File: config.mk
export PLATFORM = sky130hd
export DESIGN_NAME = mfp_adc_max10_fifo
export DESIGN_NICKNAME = d
export VERILOG_FILES = /design/src/rtl/mfp_adc_max10_fifo.sv
export SDC_FILE = /design/constraint.sdc
export NUM_CORES = 1
export LEC_CHECK = 0
export BUFFER_PORTS_ARGS = -buffer_cell sky130_fd_sc_hd__buf_2
export CAP_MARGIN = 20
export CORE_MARGIN = 2
export CORE_UTILIZATION = 35
export CTS_CLUSTER_DIAMETER = 30
export DETAILED_ROUTE_END_ITERATION = 12
export HOLD_SLACK_MARGIN = 0.12
export PLACE_DENSITY = 0.51
export SYNTH_ARGS = -nofsm -noshare
export SYNTH_HDL_FRONTEND = slang
export SYNTH_SLANG_ARGS = --single-unit
export TNS_END_PERCENT = 50
File: constraint.sdc
create_clock -name CLK -period 4.6 [get_ports CLK]
set_input_delay 0.23 -clock CLK [delete_from_list [all_inputs] [get_ports CLK]]
set_output_delay 0.23 -clock CLK [all_outputs]
set_load 0.02 [all_outputs]
File: src/rtl/mfp_adc_max10_fifo.sv
// Circular sample buffer for the MAX10 ADC response stream, with a first-word-fall-through pop port.
// Define ADC_FIFO_TIMESTAMP_EN to store a 12-bit free-running timestamp with each entry.
module mfp_adc_max10_fifo #(
  parameter int DEPTH_LOG2 = 4
) (
  input  logic                  CLK,
  input  logic                  RESETn,
  input  logic                  ADC_R_Valid,
  input  logic [4:0]            ADC_R_Channel,
  input  logic [11:0]           ADC_R_Data,
  input  logic                  ADC_R_SOP,
  input  logic                  ADC_R_EOP,
  input  logic                  pop,
  input  logic                  clear,
  input  logic [DEPTH_LOG2:0]   threshold,
  output logic [31:0]           rd_data,
  output logic                  rd_valid,
  output logic [DEPTH_LOG2:0]   level,
  output logic                  overflow,
  output logic                  FIFO_Interrupt
);

  localparam int DEPTH = 1 << DEPTH_LOG2;
  localparam int PW    = DEPTH_LOG2 + 1;
  localparam logic [PW-1:0] ONE = PW'(1);

`ifdef ADC_FIFO_TIMESTAMP_EN
  localparam int EW = 31;
`else
  localparam int EW = 19;
`endif

  logic [EW-1:0] mem [DEPTH];
  logic [PW-1:0] wr_ptr, rd_ptr, level_q, next_level;
  logic          ovf_q, irq_q, irq_next;
  logic          empty, full, pop_ok, push_ok, drop;
  logic [EW-1:0] entry_in, head;
  logic [11:0]   ts_out;

  assign empty   = (wr_ptr == rd_ptr);
  assign full    = (wr_ptr[PW-1] != rd_ptr[PW-1]) &&
                   (wr_ptr[DEPTH_LOG2-1:0] == rd_ptr[DEPTH_LOG2-1:0]);
  assign pop_ok  = pop && !empty;
  // A full buffer still accepts a sample when the head is freed in the same cycle.
  assign push_ok = ADC_R_Valid && (!full || pop_ok);
  assign drop    = ADC_R_Valid && full && !pop_ok;

`ifdef ADC_FIFO_TIMESTAMP_EN
  logic [11:0] ts_cnt;

  always_ff @(posedge CLK) begin
    if (!RESETn) ts_cnt <= 12'd0;
    else         ts_cnt <= ts_cnt + 12'd1;
  end

  assign entry_in = {ts_cnt, ADC_R_EOP, ADC_R_SOP, ADC_R_Channel, ADC_R_Data};
  assign ts_out   = head[30:19];
`else
  assign entry_in = {ADC_R_EOP, ADC_R_SOP, ADC_R_Channel, ADC_R_Data};
  assign ts_out   = 12'd0;
`endif

  always_ff @(posedge CLK) begin
    if (RESETn && !clear && push_ok)
      mem[wr_ptr[DEPTH_LOG2-1:0]] <= entry_in;
  end

  always_comb begin
    next_level = level_q;
    if (clear)
      next_level = '0;
    else if (push_ok && !pop_ok)
      next_level = level_q + ONE;
    else if (pop_ok && !push_ok)
      next_level = level_q - ONE;
    irq_next = (threshold != '0) && (next_level >= threshold);
  end

  always_ff @(posedge CLK) begin
    if (!RESETn) begin
      wr_ptr  <= '0;
      rd_ptr  <= '0;
      level_q <= '0;
      ovf_q   <= 1'b0;
      irq_q   <= 1'b0;
    end else begin
      level_q <= next_level;
      irq_q   <= irq_next;
      if (clear) begin
        wr_ptr <= '0;
        rd_ptr <= '0;
        ovf_q  <= 1'b0;
      end else begin
        if (push_ok) wr_ptr <= wr_ptr + ONE;
        if (pop_ok)  rd_ptr <= rd_ptr + ONE;
        if (drop)    ovf_q  <= 1'b1;
      end
    end
  end

  assign head           = mem[rd_ptr[DEPTH_LOG2-1:0]];
  assign rd_valid       = !empty;
  assign rd_data        = rd_valid ? {1'b1, ts_out, head[18:0]} : 32'd0;
  assign level          = level_q;
  assign overflow       = ovf_q;
  assign FIFO_Interrupt = irq_q;

endmodule

==> out/qor.tcl <==
set qor(grt_max_degree) 47
set qor(end_kind) {output pin}
set qor(cts_made_buffers) 69
set qor(synth_top_area_cell) {sky130_fd_sc_hd__edfxtp_1}
set qor(achievable-frequency_ghz) 0.2973
set qor(clockBufferDepth) 3
set qor(post_synth_most_frequent_cells) {sky130_fd_sc_hd__edfxtp_1 (304), sky130_fd_sc_hd__mux4_2 (95), sky130_fd_sc_hd__nor2_1 (38)}
set qor(final_max_slew_viol_count) 0
set qor(worstHoldPathType) {input port to register}
set qor(path_clk_slew_ns) 0.05
set qor(grt_setup_unrepaired) {false}
set qor(clock_tree_from_tritoncts) {done}
set qor(grtUsageTotal) 0.1677
set qor(finalWeightedCongestion) 0.7714
set qor(async_reset_ff_frac) 0
set qor(ctsHtreeMaxLevel) 3
set qor(slew_headroom) 0.3821
set qor(worstRegToRegCells) 9
set qor(min_delay_path_depth) 1
set qor(synth-seq-area-share) 0.7234
set qor(insertion_delay_ns) 0.56
set qor(wl_per_cell_um) 23.23
set qor(critical_path_class) {register to output pin}
set qor(synth_top_area_frac) 0.6916
set qor(floorplan.initialDensity) 0.3529
set qor(switchingPower_mw) 1.794
set qor(ioPinCount) 69
set qor(drt_pre_antenna_iters) 5
set qor(wl_um) 31640
set qor(drc) 0
set qor(peakVddDrop_mv) 0.3268
set qor(drive_gt1_frac) 0.3687
set qor(r2r_end) {FIFO_Interrupt}
set qor(drt_first_iter_violations) 564
set qor(numClockSinks) 325
set qor(min-delay-start) {ADC_R_Data[2]}
set qor(powerDensity_nw_per_um2) 502.7
set qor(p_clk_frac) 0.585
set qor(num_vias) 6684
set qor(number_of_enable_flip_flop_cells_after_synthesis) 304
set qor(synth.top_cells.by_area) {sky130_fd_sc_hd__edfxtp_1 (69%), sky130_fd_sc_hd__mux4_2 (16%), sky130_fd_sc_hd__dfxtp_1 (3.2%)}
set qor(power_frac_comb) 0.029
set qor(ys_seq_elements) 325
set qor(post_synth_top_flop) {sky130_fd_sc_hd__edfxtp_1}
set qor(floorplan.die_area_um2) 39280
set qor(port-buffer-count) 56
set qor(grt-ovfl-total) 0
set qor(cts_resized) 0
set qor(rrSetupSlack_ns) 1.29
set qor(core-area_um2) 37400
set qor(synth.distinct_cells) 48
set qor(dieWidth_um) 198.2
set qor(layout_worst_path_cycle_share) 0.7311
set qor(setup_tns_ns) 0
set qor(power.switching_fraction) 0.2125
set qor(hold_path_end) {mem[4][2]}
set qor(die_height_um) 198.2
set qor(leakage_nw) 5.556
set qor(synthToLayoutAreaGrowth_pct) 27.20
set qor(synth_most_common_cell) {sky130_fd_sc_hd__edfxtp_1}
set qor(post_synth_instance_area_um2) 13200
set qor(post_drt_via_cell_ratio) 4.907
set qor(share_seq_of_total_power) 0.386
set qor(design.final.nets) 834
set qor(post-place-cells) 1204
set qor(postSynthCellCount) 660
set qor(r2r_start) {wr_ptr[2]}
set qor(worst_ep_arrival_time_ns) 3.13
set qor(clock-root-buffer) {sky130_fd_sc_hd__clkbuf_16}
set qor(antenna_left) 0
set qor(path_max_fanout) 28
set qor(fin_worst_skew_ns) 0.02593
set qor(status) {completed}
set qor(hold_slack_ns) 0.1296
set qor(cap_viol_max_count) 0
set qor(yosysWarningCount) 0
set qor(hold_viol) 0
set qor(post-place-ws_ns) 1.536
set qor(worst_slack_ns) 1.237
set qor(timing.final.setup_violations) 0
set qor(cp_data_required_time_ns) 4.37
set qor(final_instance_count_excl_fillers) 1362
set qor(grt_first_pass_wirelength_um) 47220
set qor(total_power_draw_mw) 8.441
set qor(first_global_vias) 7228
set qor(average_instance_area_after_synthesis_um2) 20.00
set qor(crit_path_start_kind) {register}
set qor(cellInternalPower_mw) 6.648
set qor(dp.final_hpwl_um) 20470
set qor(antenna_found_initial) 2
set qor(layout_min_cycle_time_ns) 3.363
set qor(tightestPinTransition_ns) 0.9238
set qor(rows) 71
worst max path at each step:
stage	start	to	cells past startpoint
2_1_floorplan	wr_ptr[3]	mem[0][0]	7
3_5_place_dp	wr_ptr[2]	mem[7][2]	5
3_3_place_gp	wr_ptr[2]	mem[6][2]	5
5_1_grt	wr_ptr[2]	FIFO_Interrupt	9
4_1_cts	register	rd_data[15]	5
6_report	register	rd_data[15]	5
metrics by stage:
stage	utilization	instance area, um^2
3_5_place_dp	0.3758	14050
5_1_grt	0.4488	16790
6_report	0.4490	16790
4_1_cts	0.4441	16610
2_1_floorplan	-	13240
3_3_place_gp	0.3758	14050
layout make-up:
cell class	count	area (um^2)
antenna	2	5.005
clock buffer	77	1842
clock inverter	50	524.3
fill	3174	20610
inverter	12	45.04
multi-input combinational	286	3415
sequential	325	9558
tap	511	639.4
timing repair buffer	99	763.2
repair_timing:
item,CTS,global route
hold buffers,19,0
setup buffers,0,0
hold endpoints to repair,236,0
power groups by stage:
| stage | Sequential (mW) | Clock (mW) | Combinational, mW |
|---|---|---|---|
| after detailed placement | 3.31 | 0 | 0.242 |
| after CTS | 3.26 | 5.02 | 0.256 |
| final | 3.26 | 4.93 | 0.249 |
| after global placement | 3.31 | 0 | 0.238 |
| after global routing | 3.26 | 5.16 | 0.274 |
| after floorplan | 3.31 | 0 | 0.139 |
per-layer routing:
layer	track usage	wire (um)	vias up
li1	-	-	2968
met1	0.2116	12930	3514
met2	0.2927	16570	156
met3	0.03441	1525	46
met4	0.04762	619	0
met5	0	0	-
worst max-delay path, cell delays in order, from the launching register on:
cell and delay [ns]:
sky130_fd_sc_hd__dfxtp_4 0.72, sky130_fd_sc_hd__buf_4 0.36, sky130_fd_sc_hd__mux4_2 0.61, sky130_fd_sc_hd__mux4_2 0.53
sky130_fd_sc_hd__and2_1 0.18, sky130_fd_sc_hd__buf_2 0.15
sequential cells by signal, indices dropped and copies added (netlist names), named ones only:
signal          cells
wr_ptr              5
mem               304
rd_ptr              5
overflow            1
FIFO_Interrupt      1
level               5
placed cells by master (no fill, tap or decap), types with 8 or more instances in the layout:
master,synthesis,final
sky130_fd_sc_hd__inv_1,10,10
sky130_fd_sc_hd__nand4_1,9,9
sky130_fd_sc_hd__mux2i_1,9,9
sky130_fd_sc_hd__dfxtp_1,21,18
sky130_fd_sc_hd__conb_1,1,12
sky130_fd_sc_hd__buf_4,13,13
sky130_fd_sc_hd__clkbuf_16,0,73
sky130_fd_sc_hd__a21oi_1,12,12
sky130_fd_sc_hd__clkinv_2,0,8
sky130_fd_sc_hd__and2_1,20,20
sky130_fd_sc_hd__nor2_2,0,12
sky130_fd_sc_hd__ha_1,12,12
sky130_fd_sc_hd__nor2_1,38,26
sky130_fd_sc_hd__inv_6,0,14
sky130_fd_sc_hd__nand2_1,13,13
sky130_fd_sc_hd__edfxtp_1,304,304
sky130_fd_sc_hd__buf_2,12,56
sky130_fd_sc_hd__dlygate4sd3_1,0,19
sky130_fd_sc_hd__xnor2_1,10,10
sky130_fd_sc_hd__buf_8,0,8
sky130_fd_sc_hd__mux4_2,95,95
cells by family after synthesis:
logic type | after synthesis | synth area share
flip-flops | 325 | 0.7234
multiplexers | 107 | 0.1715
AND/OR/NAND/NOR | 107 | 0.04095
buffers and inverters | 60 | 0.02483
AO/OA/AOI/OAI | 34 | 0.01839
XOR/XNOR | 14 | 0.009289
adder cells (fa/ha/maj) | 12 | 0.01137
other | 1 | 0.0002841
(Power assumes the default switching activity.)
